--- src/rtl/inst_prefetch.sv ---
// Instruction prefetch: sequential fetch with bounded outstanding reads, a PC-tagged FIFO and flush.
// Define PREFETCH_PERF_EN to add the saturating perf_discard_o / perf_starve_o counters.
module inst_prefetch #(
  parameter int unsigned DEPTH           = 4,
  parameter int unsigned MAX_OUTSTANDING = 2,
  parameter logic [31:0] RESET_PC        = 32'h0000_0000
) (
  input  logic        clk,
  input  logic        rst,
  input  logic        flush_i,
  input  logic [31:0] flush_pc_i,
  output logic        mem_req_o,
  output logic [31:0] mem_addr_o,
  input  logic        mem_gnt_i,
  input  logic        mem_rvalid_i,
  input  logic [31:0] mem_rdata_i,
  output logic        inst_valid_o,
  output logic [31:0] inst_o,
  output logic [31:0] pc_o,
  input  logic        inst_ready_i
`ifdef PREFETCH_PERF_EN
  ,
  output logic [31:0] perf_discard_o,
  output logic [31:0] perf_starve_o
`endif
);

  localparam logic [31:0] NOP = 32'h0000_0013;
  localparam int unsigned PW  = $clog2(DEPTH);
  localparam int unsigned CW  = $clog2(DEPTH + 1);
  localparam int unsigned OW  = $clog2(MAX_OUTSTANDING + 1);
  localparam int unsigned SW  = ((CW > OW) ? CW : OW) + 1;

  typedef struct packed {
    logic [31:0] pc;
    logic [31:0] inst;
  } entry_t;

  entry_t fifo_mem [DEPTH];

  logic [31:0] fetch_pc_q, fetch_pc_d;
  logic [31:0] resp_pc_q, resp_pc_d;
  logic [PW-1:0] rd_ptr_q, rd_ptr_d, wr_ptr_q, wr_ptr_d;
  logic [CW-1:0] count_q, count_d;
  logic [OW-1:0] out_q, out_d;
  logic [OW-1:0] discard_q, discard_d;
  logic [31:0] last_pc_q;

  logic [SW-1:0] inflight_sum;
  logic          empty, gnt_ok, rsp_ok, drop, push, pop;
  logic [31:0]   target_pc;
  logic          unused_pc_lsb;
  entry_t        head;

  assign unused_pc_lsb = ^flush_pc_i[1:0];
  assign target_pc     = {flush_pc_i[31:2], 2'b00};

  // A slot is reserved per granted read, so count + outstanding bounds FIFO occupancy.
  assign inflight_sum = SW'(count_q) + SW'(out_q);
  assign mem_req_o    = rst && !flush_i && (inflight_sum < SW'(DEPTH))
                        && (out_q < OW'(MAX_OUTSTANDING));
  assign mem_addr_o   = fetch_pc_q;

  assign gnt_ok = mem_req_o && mem_gnt_i;
  assign rsp_ok = mem_rvalid_i && (out_q != '0);
  assign drop   = rsp_ok && (flush_i || (discard_q != '0));
  assign push   = rsp_ok && !drop;

  assign empty        = (count_q == '0);
  assign head         = fifo_mem[rd_ptr_q];
  assign inst_valid_o = !empty;
  assign inst_o       = empty ? NOP : head.inst;
  assign pc_o         = empty ? last_pc_q : head.pc;
  assign pop          = inst_valid_o && inst_ready_i && !flush_i;

  // NOTE: every variable gets a default before the branches, so no latch is inferred.
  always_comb begin
    fetch_pc_d = fetch_pc_q;
    resp_pc_d  = resp_pc_q;
    rd_ptr_d   = rd_ptr_q;
    wr_ptr_d   = wr_ptr_q;
    count_d    = count_q;
    out_d      = out_q + OW'(gnt_ok) - OW'(rsp_ok);
    discard_d  = discard_q;
    if (flush_i) begin
      fetch_pc_d = target_pc;
      resp_pc_d  = target_pc;
      rd_ptr_d   = '0;
      wr_ptr_d   = '0;
      count_d    = '0;
      discard_d  = out_q - OW'(rsp_ok);
    end else begin
      if (gnt_ok) fetch_pc_d = fetch_pc_q + 32'd4;
      if (rsp_ok && (discard_q != '0)) discard_d = discard_q - OW'(1);
      if (push) begin
        wr_ptr_d  = wr_ptr_q + PW'(1);
        resp_pc_d = resp_pc_q + 32'd4;
      end
      if (pop) rd_ptr_d = rd_ptr_q + PW'(1);
      count_d = count_q + CW'(push) - CW'(pop);
    end
  end

  // NOTE: state registers use non-blocking assignments so all of them update together at the edge.
  always_ff @(posedge clk or negedge rst) begin
    if (!rst) begin
      fetch_pc_q <= RESET_PC;
      resp_pc_q  <= RESET_PC;
      rd_ptr_q   <= '0;
      wr_ptr_q   <= '0;
      count_q    <= '0;
      out_q      <= '0;
      discard_q  <= '0;
      last_pc_q  <= '0;
    end else begin
      fetch_pc_q <= fetch_pc_d;
      resp_pc_q  <= resp_pc_d;
      rd_ptr_q   <= rd_ptr_d;
      wr_ptr_q   <= wr_ptr_d;
      count_q    <= count_d;
      out_q      <= out_d;
      discard_q  <= discard_d;
      last_pc_q  <= pc_o;
    end
  end

  // NOTE: FIFO storage is not reset; count_q gates every read, so stale contents are never visible.
  always_ff @(posedge clk) begin
    if (push) fifo_mem[wr_ptr_q] <= '{pc: resp_pc_q, inst: mem_rdata_i};
  end

`ifdef PREFETCH_PERF_EN
  logic [31:0] perf_discard_q, perf_starve_q;

  always_ff @(posedge clk or negedge rst) begin
    if (!rst) begin
      perf_discard_q <= '0;
      perf_starve_q  <= '0;
    end else begin
      if (drop && (perf_discard_q != '1)) perf_discard_q <= perf_discard_q + 32'd1;
      if (inst_ready_i && !inst_valid_o && (perf_starve_q != '1))
        perf_starve_q <= perf_starve_q + 32'd1;
    end
  end

  assign perf_discard_o = perf_discard_q;
  assign perf_starve_o  = perf_starve_q;
`endif

endmodule

--- config.mk ---
export PLATFORM = sky130hd
export DESIGN_NAME = inst_prefetch
export DESIGN_NICKNAME = d
export VERILOG_FILES = /design/src/rtl/inst_prefetch.sv
export SDC_FILE = /design/constraint.sdc
export NUM_CORES = 1
export LEC_CHECK = 0
export CAP_MARGIN = 20
export CELL_PAD_IN_SITES_DETAIL_PLACEMENT = 1
export CELL_PAD_IN_SITES_GLOBAL_PLACEMENT = 2
export CORE_MARGIN = 1.5
export CORE_UTILIZATION = 30
export DETAILED_ROUTE_END_ITERATION = 12
export GPL_TIMING_DRIVEN = 0
export HOLD_SLACK_MARGIN = 0.12
export PLACE_DENSITY_LB_ADDON = 0.05
export REMOVE_ABC_BUFFERS = 1
export SYNTH_ARGS = -nofsm -noshare
export SYNTH_HDL_FRONTEND = slang
export SYNTH_SLANG_ARGS = --single-unit
--- constraint.sdc ---
create_clock -name clk -period 3.5 [get_ports clk]
set_input_delay 0.525 -clock clk [delete_from_list [all_inputs] [get_ports clk]]
set_output_delay 0.525 -clock clk [all_outputs]
set_load 0.05 [all_outputs]
; ---- Word-level counts from Yosys, hierarchy flattened
; Memory sizes are Yosys's and may differ from the RTL's.
; Cells that the tools add are included.
[totals]
regBits = 107
latch_bits = 0
mem_bits_rw = 256
romBits = 0
input_bits = 70
out_inout_bits = 98
word_cells = 58
mem_count = 1
[op_classes]
add_sub_neg = 11
mul = 0
div = 0
order_cmp = 2
eq_ne = 0
n_shift = 0
n_mux = 15
n_bitwise = 0
n_reduce_logical = 21
[mem_list]
columns = memory, depth, word_bits, rd, rd_ports_with_merged_regs, write_ports, line_no
row1 = fifo_mem, 4, 64, 1, 0, 1, 39  ; entry_t fifo_mem [DEPTH];
[op_table]
columns = operator, n
row1 = $mux W32, 6
row2 = $add A32 B3 Y32 const B, 2
row3 = $mux W2, 6
row4 = $reduce_bool A2 Y1, 6
row5 = $logic_and A1 B1 Y1, 10
row6 = $add A2 B1 Y2 const B, 2
row7 = $add A3 B2 Y4, 1
row8 = $lt A4 B3 Y1 const B, 1
row9 = $sub A2 B1 Y2, 2
row10 = $add A3 B1 Y3, 1
row11 = $logic_not A1 Y1, 3
row12 = $logic_not A3 Y1, 1
row13 = $mux W3, 1
row14 = $sub A3 B1 Y3, 1
row15 = $add A2 B1 Y2, 1
row16 = $lt A2 B2 Y1 const B, 1
row17 = $mux W1, 2
row18 = $sub A2 B1 Y2 const B, 1
row19 = $logic_or A1 B1 Y1, 1

; ---- Longest topological paths before layout
[logic_depth]
depth_word = 8
depth_mapped = 12

; ---- Least setup slack after synthesis
; OpenSTA, ideal clock, no wires.
[synth_timing]
kind = flip-flop to flip-flop
startpoint = register discard_q[0]
endpoint = memory fifo_mem[0][0] in the netlist's numbering (enable)
setup_time_ps = 427
arrival_time_ps = 2605
t_required_ps = 3073
setup_slack_ps = 468
stages_incl_launch_ff = 6
synth_period_minus_slack_ps = 3032
cell_sequence = dfrtp_1 > inv_1 > ha_1 > o211ai_1 > nor2_1 > and2_1
[synth_between]
elab_chain_cells = 7
[synth_rtl]
columns = item, line_no
row1 = "start, declared", 46  ; logic [OW-1:0] discard_q, discard_d;
row2 = "start signal, assigned", 122  ; discard_q <= discard_d;
row3 = $reduce_bool A2 Y1, 66  ; assign drop = rsp_ok && (flush_i || (discard_q != '0));
row4 = $logic_or A1 B1 Y1, 66
row5 = $logic_and A1 B1 Y1, 66
row6 = $logic_not A1 Y1, 67  ; assign push = rsp_ok && !drop;
row7 = $logic_and A1 B1 Y1, 67
row8 = $mux W1, 129  ; if (push) fifo_mem[wr_ptr_q] <= '{pc: resp_pc_q, inst: mem_rdata_i};
row9 = $mux W1 (not written as such), 129
row10 = "end, declared", 39
; Every way passes these cells.

; ---- Worst setup path after layout
[layout_timing]
startpoint = register count_q[0]
endpoint = output port pc_o[25]
[layout_between]
elab_chain_cells = 2
[layout_rtl]
columns = item, line_no
row1 = "start, declared", 44  ; logic [CW-1:0] count_q, count_d;
row2 = "start signal, assigned", 120  ; count_q <= count_d;
row3 = $logic_not A3 Y1, 69  ; assign empty = (count_q == '0);
row4 = $mux W32, 73  ; assign pc_o = empty ? last_pc_q : head.pc;
row5 = "end, declared", 19  ; output logic [31:0] pc_o,
; Every way passes these cells.

==> flow_summary.json <==
{
  "seqCellArea_um2": 10000,
  "globalplace.congestion": 0.713,
  "crit_type": "flop to primary output",
  "num_io_pins": 168,
  "cts_sinks": 351,
  "syn_area_um2": 14300,
  "r2r_end": "out_q[1]",
  "synth_seq_cells": 351,
  "cp-startpoint": "count_q[0]",
  "layout_setup_ws_ns": 0.189,
  "die_h_um": 222,
  "synth_adder_area_share": 0.0127,
  "cap_violations": 0,
  "multiInputGateArea_um2": 4090,
  "h-tree-depth": 2,
  "synthDistinctLibCells": 46,
  "die_area_um2": 49100,
  "worstPathRequired_ns": 2.97,
  "antennaDiodeCount": 0,
  "dp_hpwl_mm": 22.7,
  "dp_worst_setup_slack_ns": -0.142,
  "power_mw": 15.0,
  "yosys.area_share.simple": 0.0999,
  "synthCells": 910,
  "end_kind": "primary output",
  "worstSkewPairLatency_ns": 0.56,
  "power.density_nw_per_um2": 815,
  "die-width_um": 222,
  "vias": 8222,
  "avgRoutedWirePerCell_um": 21.1,
  "syn_to_final_growth_pct": 28.0,
  "grt_pass1_wl_mm": 56.9,
  "cts.root.buffer_cell": "clkbuf_16",
  "rsz0062_at_grt": "no",
  "fin_crit_sh": 0.946,
  "drt-pass1-iter-count": 5,
  "synth_area_leader_cell": "edfxtp_1",
  "yosys.area_share.xor_xnor": 0.0287,
  "vdd_drop_max_mv": 0.405,
  "reg2reg_depth": 9,
  "max-clock-path-buffers": 3,
  "nets": 1181,
  "status": "complete, no violations",
  "hold_viol": 0,
  "antenna_found_initial": 0,
  "crit_path_start_kind": "flop",
  "p_leak_nw": 6.47,
  "route.detailed.drc": 0,
  "r2r_start": "out_q[1]",
  "layout-drive-gt1-share": 0.161,
  "synth_area_leaders": "edfxtp_1 52%, dfrtp_1 18%, mux4_2 9.7%, nand2_1 3.5%, and2_1 1.6%",
  "portBuffers": 163,
  "overflow": 0,
  "synth_compound_area_frac": 0.0328,
  "tns_ns": 0,
  "yosysSeqAreaShare": 0.699,
  "initial_utilization": 0.306,
  "async_flop_share": 0.293,
  "grt_use_total": 0.153,
  "drtIter0Drc": 277,
  "grt_max_degree": 82,
  "avgSynthCellArea_um2": 15.8,
  "fin_crit_ns": 3.31,
  "slew_viol_final": 0,
  "crit_path_end": "pc_o[25]",
  "wl_mm": 36.6,
  "worst_pin_slew_ns": 1.04,
  "slew_headroom": 0.303,
  "via_per_inst": 4.74,
  "reg2reg_slack_ns": 0.45,
  "critPathMaxFanout": 40,
  "synth_top_family_by_area": "multiplexers",
  "fillers": 4749,
  "whs_ns": 0.410,
  "grt_pass1_vias": 9087,
  "max_freq_mhz": 302,
  "synthMuxAreaShare": 0.109,
  "rows": 79,
  "hold_class": "input port to async pin",
  "clk_pin_slew_ns": 0.06,
  "cts_buffers": 42,
  "crit_arrival_ns": 2.79,
  "core_area_um2": 46900,
  "synth_edf_count": 248,
  "ys.flop_type": "edfxtp_1",
  "cts_tree": "built",
  "synth_top_area_share": 0.519,
  "skew_ns": 0.0190,
  "ant_nets": 0,
  "ys.warnings.count": 0,
  "setup_viol": 0
}
-- cell usage after synthesis (2+ instances only) --
library cell    n
o211ai_1       16
mux2_2         15
nand4_1        25
dfrtp_1       103
nor2_1         21
and3_1          9
nor3_1         14
a31oi_1         3
a31o_2          2
edfxtp_1      248
a21oi_1         5
buf_2           7
nand3_1        28
buf_6           2
nor4_1          3
nand2b_1        3
mux4_2         62
xor2_1         22
xnor2_1        25
nor4_2          2
inv_1          16
buf_4           3
buf_1           4
nand2_1       132
o311ai_0        8
or3_1           2
o21ai_0        29
or4_1           3
clkbuf_1       25
ha_1           13
a21boi_0        6
and2_1         36
and4_1          3
or2_2           3
-- stage by stage --
| step | utilization | instances | instance area, um^2 |
|---|---|---|---|
| 2_1_floorplan | - | 870 | 14200 |
| 3_3_place_gp | 0.353 | 1640 | 16500 |
| 3_5_place_dp | 0.360 | 1654 | 16900 |
| 4_1_cts | 0.391 | 1735 | 18300 |
| 5_1_grt | 0.392 | 1736 | 18400 |
| 6_report | 0.392 | 1736 | 18400 |
-- state kept, by name (all words and copies together), names as in the netlist --
name,flops
last_pc_q,32
resp_pc_q,30
mem_addr_o,30
discard_q,2
rd_ptr_q,2
wr_ptr_q,2
out_q,2
fifo_mem,248
count_q,3
-- worst min-delay path by stage --
stage / from / to / slack [ns] / cells after the start
floorplan: rst / count_q[0] / 0.23 / 0
global placement: last_pc_q[19] / last_pc_q[19] / 0.45 / 2
detailed placement: rst / out_q[0] / 0.42 / 1
CTS: rst / last_pc_q[6] / 0.38 / 2
global route: rst / out_q[0] / 0.40 / 2
finish: rst / out_q[0] / 0.41 / 2
-- area by class of cell --
type / instances / area share
Sequential cell: 351 / 0.547
Multi-Input combinational cell: 502 / 0.223
Timing Repair Buffer: 183 / 0.109
Clock buffer: 58 / 0.0645
Tap cell: 607 / 0.0414
Clock inverter: 18 / 0.0120
Inverter: 17 / 0.00395
-- power breakdown --
part	total (mW)	switching (mW)	internal, mW
clock network	4.47	1.73	2.73
logic	5.33	3.46	1.87
registers	5.16	0.279	4.88
-- routing by layer --
layer | routed length [um] | GRT usage | vias to the layer above
li1 | - | - | 3822
met1 | 17100 | 0.203 | 4187
met2 | 17300 | 0.252 | 160
met3 | 1490 | 0.0329 | 53
met4 | 738 | 0.0415 | 0
met5 | 0 | 0 | -
-- cells in the final DEF (no fill, tap or decap), drive strengths merged, types with 2 or more instances in the layout --
cell type      count
clkinv            13
or3                2
nand4             25
xor2              22
nand2b             3
and4               3
ha                13
a21boi             6
clkbuf            58
dlymetal6s2s       9
bufinv             5
o21ai             29
a21oi              5
dfrtp            103
conb               2
inv               16
o311ai             8
and2              36
edfxtp           248
a31oi              3
and3               9
nor3              14
or4                3
buf               21
mux2              15
xnor2             25
o211ai            16
nor4               5
nand2            133
nand3             29
a31o               2
nor2              21
mux4              62
clkdlybuf4s50    145
dlygate4sd2        7
or2                3
-- logic make-up after synthesis --
logic type | Yosys count
buf+inv | 58
flops | 351
fa+ha+maj | 14
mux | 77
xor+xnor | 47
other cells | 1
compound gates | 72
simple gates | 290
-- worst max-delay path, cell delays in order, from the launching register on --
cell and delay, ns:
dfrtp_1 0.42, nor3_4 0.25, buf_6 0.19, clkinv_4 0.21
buf_12 0.26, nand2_1 0.11, nand2_1 0.07, clkdlybuf4s50_1 0.70
-- what timing repair did --
| item | 4_1_cts | 5_1_grt |
|---|---|---|
| resized for setup | 9 | 10 |
| endpoints found under the setup margin | 65 | 10 |
| hold buffers | 1 | 0 |
| hold endpoints to repair | 22 | 0 |
| pin swaps | 1 | 0 |
| buffers inserted | 4 | 1 |
Power figures use the tool's default switching activity.
